==> src/rtl/symbol_rank_sorter.sv <==
// ============================================================================
// Module   : symbol_rank_sorter
// Purpose  : Frame histogram of symbols 1..NSYM with saturating counters,
//            iterative selection sort by descending count, and a
//            valid/ready stream of the ranked (symbol, count) list.
// Revision : 1.0  initial parametrised release
// ============================================================================
`default_nettype none

module symbol_rank_sorter #(
    parameter int NSYM = 6,
    parameter int DW   = 8,
    parameter int CW   = 8,
    parameter int SW   = 4
) (
    input  logic               clk,
    input  logic               reset,
    input  logic               in_valid,
    output logic               in_ready,
    input  logic [DW-1:0]      in_data,
    input  logic               in_last,
    output logic               cnt_valid,
    output logic [NSYM*CW-1:0] cnt_flat,
    output logic [CW-1:0]      ign_cnt,
    output logic               rank_valid,
    input  logic               rank_ready,
    output logic [SW-1:0]      rank_sym,
    output logic [CW-1:0]      rank_cnt,
    output logic               rank_last,
    output logic               busy
);

    typedef enum logic [2:0] {
        S_IDLE    = 3'd0,
        S_ACC     = 3'd1,
        S_CNT_OUT = 3'd2,
        S_SORT    = 3'd3,
        S_EMIT    = 3'd4
    } state_t;

    state_t          r_state;
    logic            r_cnt_valid;
    logic [CW-1:0]   r_cnt      [1:NSYM];
    logic [CW-1:0]   r_ign;
    logic [NSYM-1:0] r_sel;
    logic [SW-1:0]   r_pass;
    logic [SW-1:0]   r_step;
    logic            r_found;
    logic [SW-1:0]   r_best_sym;
    logic [CW-1:0]   r_best_cnt;
    logic [SW-1:0]   r_rank_sym [0:NSYM-1];
    logic [CW-1:0]   r_rank_cnt [0:NSYM-1];
    logic [SW-1:0]   r_emit_idx;

    logic            w_in_range;
    logic [SW-1:0]   w_sym;
    logic [SW-1:0]   w_scan_sym;
    logic [CW-1:0]   w_scan_cnt;
    logic            w_scan_sel;
    logic [SW-1:0]   w_emit_sym;
    logic [CW-1:0]   w_emit_cnt;

    // Upper data bits take part in the range test, so aliased values are ignored.
    assign w_in_range = (in_data != '0) && (in_data <= DW'(NSYM));
    assign w_sym      = in_data[SW-1:0];
    assign w_scan_sym = r_step + SW'(1);

    assign in_ready   = (r_state == S_IDLE) || (r_state == S_ACC);
    assign busy       = (r_state != S_IDLE);
    assign cnt_valid  = r_cnt_valid;
    assign ign_cnt    = r_ign;
    assign rank_valid = (r_state == S_EMIT);
    assign rank_sym   = rank_valid ? w_emit_sym : '0;
    assign rank_cnt   = rank_valid ? w_emit_cnt : '0;
    assign rank_last  = rank_valid && (r_emit_idx == SW'(NSYM - 1));

    for (genvar s = 1; s <= NSYM; s++) begin : g_flat
        assign cnt_flat[s*CW-1 -: CW] = r_cnt[s];
    end

    // Fetch the count and selected flag of the symbol visited by the current scan step.
    always_comb begin
        w_scan_cnt = '0;
        w_scan_sel = 1'b0;
        for (int s = 1; s <= NSYM; s++) begin
            if (w_scan_sym == SW'(s)) begin
                w_scan_cnt = r_cnt[s];
                w_scan_sel = r_sel[s-1];
            end
        end
    end

    // Select the ranked entry currently presented downstream.
    always_comb begin
        w_emit_sym = '0;
        w_emit_cnt = '0;
        for (int k = 0; k < NSYM; k++) begin
            if (r_emit_idx == SW'(k)) begin
                w_emit_sym = r_rank_sym[k];
                w_emit_cnt = r_rank_cnt[k];
            end
        end
    end

    // Control FSM with histogram, selection-sort and emit datapath.
    always_ff @(posedge clk or posedge reset) begin
        if (reset) begin
            r_state     <= S_IDLE;
            r_cnt_valid <= 1'b0;
            r_ign       <= '0;
            r_sel       <= '0;
            r_pass      <= '0;
            r_step      <= '0;
            r_found     <= 1'b0;
            r_best_sym  <= '0;
            r_best_cnt  <= '0;
            r_emit_idx  <= '0;
            for (int s = 1; s <= NSYM; s++) r_cnt[s] <= '0;
            for (int k = 0; k < NSYM; k++) begin
                r_rank_sym[k] <= '0;
                r_rank_cnt[k] <= '0;
            end
        end else begin
            r_cnt_valid <= 1'b0;
            case (r_state)
                S_IDLE: begin
                    if (in_valid) begin
                        // First beat restarts the histogram and is counted itself.
                        for (int s = 1; s <= NSYM; s++)
                            r_cnt[s] <= (w_in_range && (w_sym == SW'(s))) ? CW'(1) : '0;
                        r_ign <= w_in_range ? '0 : CW'(1);
                        if (in_last) begin
                            r_state     <= S_CNT_OUT;
                            r_cnt_valid <= 1'b1;
                        end else begin
                            r_state <= S_ACC;
                        end
                    end
                end
                S_ACC: begin
                    if (in_valid) begin
                        for (int s = 1; s <= NSYM; s++)
                            if (w_in_range && (w_sym == SW'(s)) && (r_cnt[s] != '1))
                                r_cnt[s] <= r_cnt[s] + CW'(1);
                        if (!w_in_range && (r_ign != '1))
                            r_ign <= r_ign + CW'(1);
                        if (in_last) begin
                            r_state     <= S_CNT_OUT;
                            r_cnt_valid <= 1'b1;
                        end
                    end
                end
                S_CNT_OUT: begin
                    r_state <= S_SORT;
                    r_sel   <= '0;
                    r_pass  <= '0;
                    r_step  <= '0;
                    r_found <= 1'b0;
                end
                S_SORT: begin
                    if (r_step == SW'(NSYM)) begin
                        // Commit cycle: store the pass winner and retire it from later scans.
                        for (int k = 0; k < NSYM; k++)
                            if (r_pass == SW'(k)) begin
                                r_rank_sym[k] <= r_best_sym;
                                r_rank_cnt[k] <= r_best_cnt;
                            end
                        for (int s = 1; s <= NSYM; s++)
                            if (r_best_sym == SW'(s)) r_sel[s-1] <= 1'b1;
                        r_found <= 1'b0;
                        r_step  <= '0;
                        if (r_pass == SW'(NSYM - 1)) begin
                            r_state    <= S_EMIT;
                            r_emit_idx <= '0;
                        end else begin
                            r_pass <= r_pass + SW'(1);
                        end
                    end else begin
                        // Strict greater-than keeps the lowest symbol on ties; the first
                        // unselected symbol always seeds the pass so zero counts still rank.
                        if (!w_scan_sel && (!r_found || (w_scan_cnt > r_best_cnt))) begin
                            r_best_sym <= w_scan_sym;
                            r_best_cnt <= w_scan_cnt;
                            r_found    <= 1'b1;
                        end
                        r_step <= r_step + SW'(1);
                    end
                end
                S_EMIT: begin
                    if (rank_ready) begin
                        if (r_emit_idx == SW'(NSYM - 1))
                            r_state <= S_IDLE;
                        else
                            r_emit_idx <= r_emit_idx + SW'(1);
                    end
                end
                default: r_state <= S_IDLE;
            endcase
        end
    end

endmodule

`default_nettype wire

==> config.mk <==
export PLATFORM = sky130hd
export DESIGN_NAME = symbol_rank_sorter
export DESIGN_NICKNAME = d
export VERILOG_FILES = /design/src/rtl/symbol_rank_sorter.sv
export SDC_FILE = /design/constraint.sdc
export NUM_CORES = 1
export LEC_CHECK = 0
export BUFFER_PORTS_ARGS = -buffer_cell sky130_fd_sc_hd__buf_4
export CORE_UTILIZATION = 40
export DETAILED_ROUTE_END_ITERATION = 8
export REMOVE_ABC_BUFFERS = 1
export SYNTH_ARGS = -nofsm -noshare
export SYNTH_HDL_FRONTEND = slang
export SYNTH_SLANG_ARGS = --single-unit
==> constraint.sdc <==
create_clock -name clk -period 9 [get_ports clk]
set_clock_uncertainty 0.2 [all_clocks]
set_input_delay 1.8 -clock clk [delete_from_list [all_inputs] [get_ports clk]]
set_output_delay 1.8 -clock clk [all_outputs]
set_load 0.1 [all_outputs]
==> key figures <==
Logic synthesis
  – Synth Register Bits: 163
  – Async S/R FF share, synth: 100.0%
  – Main synth FF type: dfrtp_1
  – YS warnings: 0
  – EDFF count, synth: 0
  – Sequential element share of the synthesized area: 47.11%
  – Synthesized instance count: 942
  – Avg Cell Area, Syn: 9.191 sq um
  – Post-Syn Area: 8658 sq um
  – Yosys cell types: 66

Final layout
  – Ratio of cells with drive above 1 in the final layout: 16.16%
  – ANT cells: 0
  – Design area: 10100 sq um
  – Nets@finish: approximately 1000
  – Commonest non-fill, non-tap cell in the layout: dfrtp_1
  – Area Growth Syn to Fin: 16.60%
  – Commonest non-fill, non-tap cells in the layout: 163 x dfrtp_1, 152 x nand2_1, 99 x o21ai_0

Setup path
  – Crit-path max cell delay: 880 ps
  – Crit Path Category: reg -> out
  – Worst reg2reg path endpoint: r_best_sym[3]
  – CP endpoint kind: output pin
  – WP data required: 7000 ps
  – Worst EP arrival: 3100 ps
  – Worst R2R Path Depth: 15
  – Crit-path leading delay family: simple AND/OR/NAND/NOR gates
  – RR Startpoint: r_step[0]
  – Worst Path Max Fanout: 12
  – Crit-path cells: inv_1 -> ha_1 -> nor4b_2 -> a222oi_1 -> nor3_1 -> a221oi_1 -> o21ai_0 -> buf_4
  – R2R setup slack: approximately 4400 ps
  – CP bufs+invs: 2
  – Max stage delay cell, worst path: nor4b_2
  – CP startpoint kind: flip-flop

Pwr
  – P_leak: 0.004528 uW
  – Switching Fraction: 42.17%
  – NetSw: 1009 uW
  – P_int: between 1000 and 1500 uW
  – Combinational fraction of design power: 34.5%
  – Maximum vdd drop: 0.0001969 V
  – PwrDens: 237.0 nW/um^2
  – Flop pwr share: between 30% and 40%
  – Clk pwr share: 30.6%

Worst hold path
  – Worst Hold End: r_rank_cnt[31]
  – Hold path cells: 2
  – HP Start: r_rank_cnt[31]
  – Min-Delay Path Class: reg -> reg

Timing
  – Final period utilization: 56.67%
  – RSZ-0062 raised after global routing: no
  – Final Hold Vio Count: 0
  – Final setup violation count: 0
  – Fmax achieved: 196.1 MHz
  – Setup tns final: 0 ps
  – Worst-margin pin slew: 1082 ps
  – Slew margin rel.: 27.55%
  – Max-slew violations: 0
  – Tmin final: 5100 ps

Global routing
  – Largest net degree at the start of global routing: 100
  – First-pass GRT wire length: 36.37 mm
  – Grt ovf: 0
  – GRT Util Overall: 20.87%
  – Vias in the first global route: 6882
  – Initial antenna violation count: 0

CTS
  – Worst skew pair latency: 430 ps
  – Hold buffers post-CTS: 0
  – Root buffer cell: clkbuf_16
  – CTS Sinks: 163
  – Post-CTS Setup Inserts: 0
  – Clk buf depth: 2
  – Reg clk slew, reported paths: 70 ps
  – CTS tree: done
  – CTS Buf Count: 17
  – Post-CTS Resized: 0
  – H-tree depth: 4

Drt
  – DR iter-0 viols: between 400 and 500
  – Routed wire length per instance: 17.03 microns
  – Via count: about 7000
  – Final ANT Viol Nets: 0
  – 1st-pass router iterations: 5
  – Detailed Route WL: 21.97 mm
  – DR DRC count: 0
  – Drt via density: between 5 and 6

Place
  – Input/output buffers: 85
  – Area after DPL: about 9500 sq um
  – Routability-driven placement congestion ratio: 0.8261
  – Final HPWL DP: between 15 and 20 mm

Floorplan
  – Row count: 53
  – DIE HEIGHT: between 100 and 150 microns
  – IO Pins: 86
  – Initial cell density of the core: 40.93%
  – Core Footprint: ~21000 sq um
  – Die area: 22240 sq um
  – Die X: 149.1 microns

Run status
  – Outcome: finished clean

Job
  – Maxcap violations: 0
cells in the mapped netlist (3+ instances only):
master	instances	share of area (%)
a211o_1	5	0.51
a21oi_1	38	2.2
a221oi_1	14	1.4
a222oi_1	12	1.4
a31o_2	3	0.30
a31oi_1	4	0.29
a41oi_1	3	0.30
and2_1	4	0.29
and3_1	15	1.1
and4_1	5	0.51
buf_2	4	0.23
clkbuf_1	43	1.9
dfrtp_1	163	47
ha_1	29	4.2
inv_1	26	1.1
mux2_2	23	3.0
mux2i_1	3	0.35
nand2_1	152	6.6
nand2b_1	6	0.43
nand3_1	26	1.5
nand3b_1	13	1.1
nand4_1	20	1.4
nor2_1	93	4.0
nor2b_1	6	0.43
nor3_1	25	1.4
nor4_1	6	0.43
o21a_1	3	0.26
o21ai_0	99	5.7
o221ai_1	7	0.71
o31ai_1	3	0.26
or3_1	4	0.29
xnor2_1	10	1.0
xor2_1	32	3.2
per-stage QoR:
stage / util, % / hold WS, ps / total power [uW] / setup WS (ps) / cells
after CTS: 47.73 / 285.6 / 2410 / 3917 / 1290
after global routing: 47.73 / 307.6 / 2508 / 3512 / 1290
after detailed placement: 44.95 / 270.7 / 1674 / 4393 / 1258
after floorplan: - / 249.7 / 1455 / 2595 / 892
after global placement: 44.95 / 261.6 / 1668 / 4426 / 1258
final: 47.73 / 283.0 / 2393 / 3900 / 1290
flip-flops by register name (all words and copies together) (netlist names), 3 cells and up:
| signal | cells |
|---|---|
| r_emit_idx | 4 |
| cnt_flat | 48 |
| r_rank_sym | 24 |
| r_state | 3 |
| r_sel | 6 |
| ign_cnt | 8 |
| r_step | 4 |
| r_rank_cnt | 48 |
| r_best_cnt | 8 |
| r_best_sym | 4 |
| r_pass | 4 |
metal layers:
layer / routed length (microns) / vias to the layer above / track usage [%]
met5: 0 / - / 0
met4: 276 / 0 / 5.918
met3: 977 / 21 / 3.609
met2: 10000 / 187 / 33.05
met1: 10710 / 3445 / 29.24
li1: - / 3475 / -
cell families after synthesis:
kind of cell             synth area share [%]
XOR/XNOR                                4.249
buffers and inverters                   3.396
AND/OR/NAND/NOR                         22.18
flip-flops                              47.11
AO/OA/AOI/OAI                           15.53
multiplexers                            3.338
adder cells (fa/ha/maj)                 4.191
power by group through the flow:
| stage | clock (uW) | sequential (uW) | combinational (uW) |
|---|---|---|---|
| after detailed placement | 0 | 849 | 826 |
| after global routing | 777 | 844 | 888 |
| after global placement | 0 | 847 | 821 |
| after floorplan | 0 | 958 | 497 |
| after CTS | 747 | 835 | 828 |
| final | 732 | 837 | 824 |
tightest hold or removal path: stages (launching register included):
cell,delay (ps)
dfrtp_1,340
nand2_1,50
o21ai_0,60
how the worst max path moves through the flow:
stage / slack [ps] / to / startpoint / cells past startpoint
after floorplan: 2600 / cnt_flat[0] / reset / 1
after global placement: 4430 / r_best_cnt[5] / r_step[0] / 15
after detailed placement: 4390 / rank_cnt[2] / r_emit_idx[1] / 8
after CTS: 3920 / rank_sym[2] / r_emit_idx[1] / 8
after global routing: 3510 / rank_cnt[1] / r_emit_idx[1] / 8
final: 3900 / rank_sym[2] / r_emit_idx[1] / 8
final cells by class:
| class | instances | area (sq um) |
|---|---|---|
| fillers | 2064 | 11060 |
| multi-input cells | 703 | 4300 |
| flip-flops and latches | 163 | 4079 |
| repair buffers | 91 | 683.2 |
| clock buffers | 21 | 460.4 |
| well taps | 275 | 344.1 |
| clock inverters | 11 | 126.4 |
| inverters | 26 | 102.6 |
(Power assumes the default switching activity.)
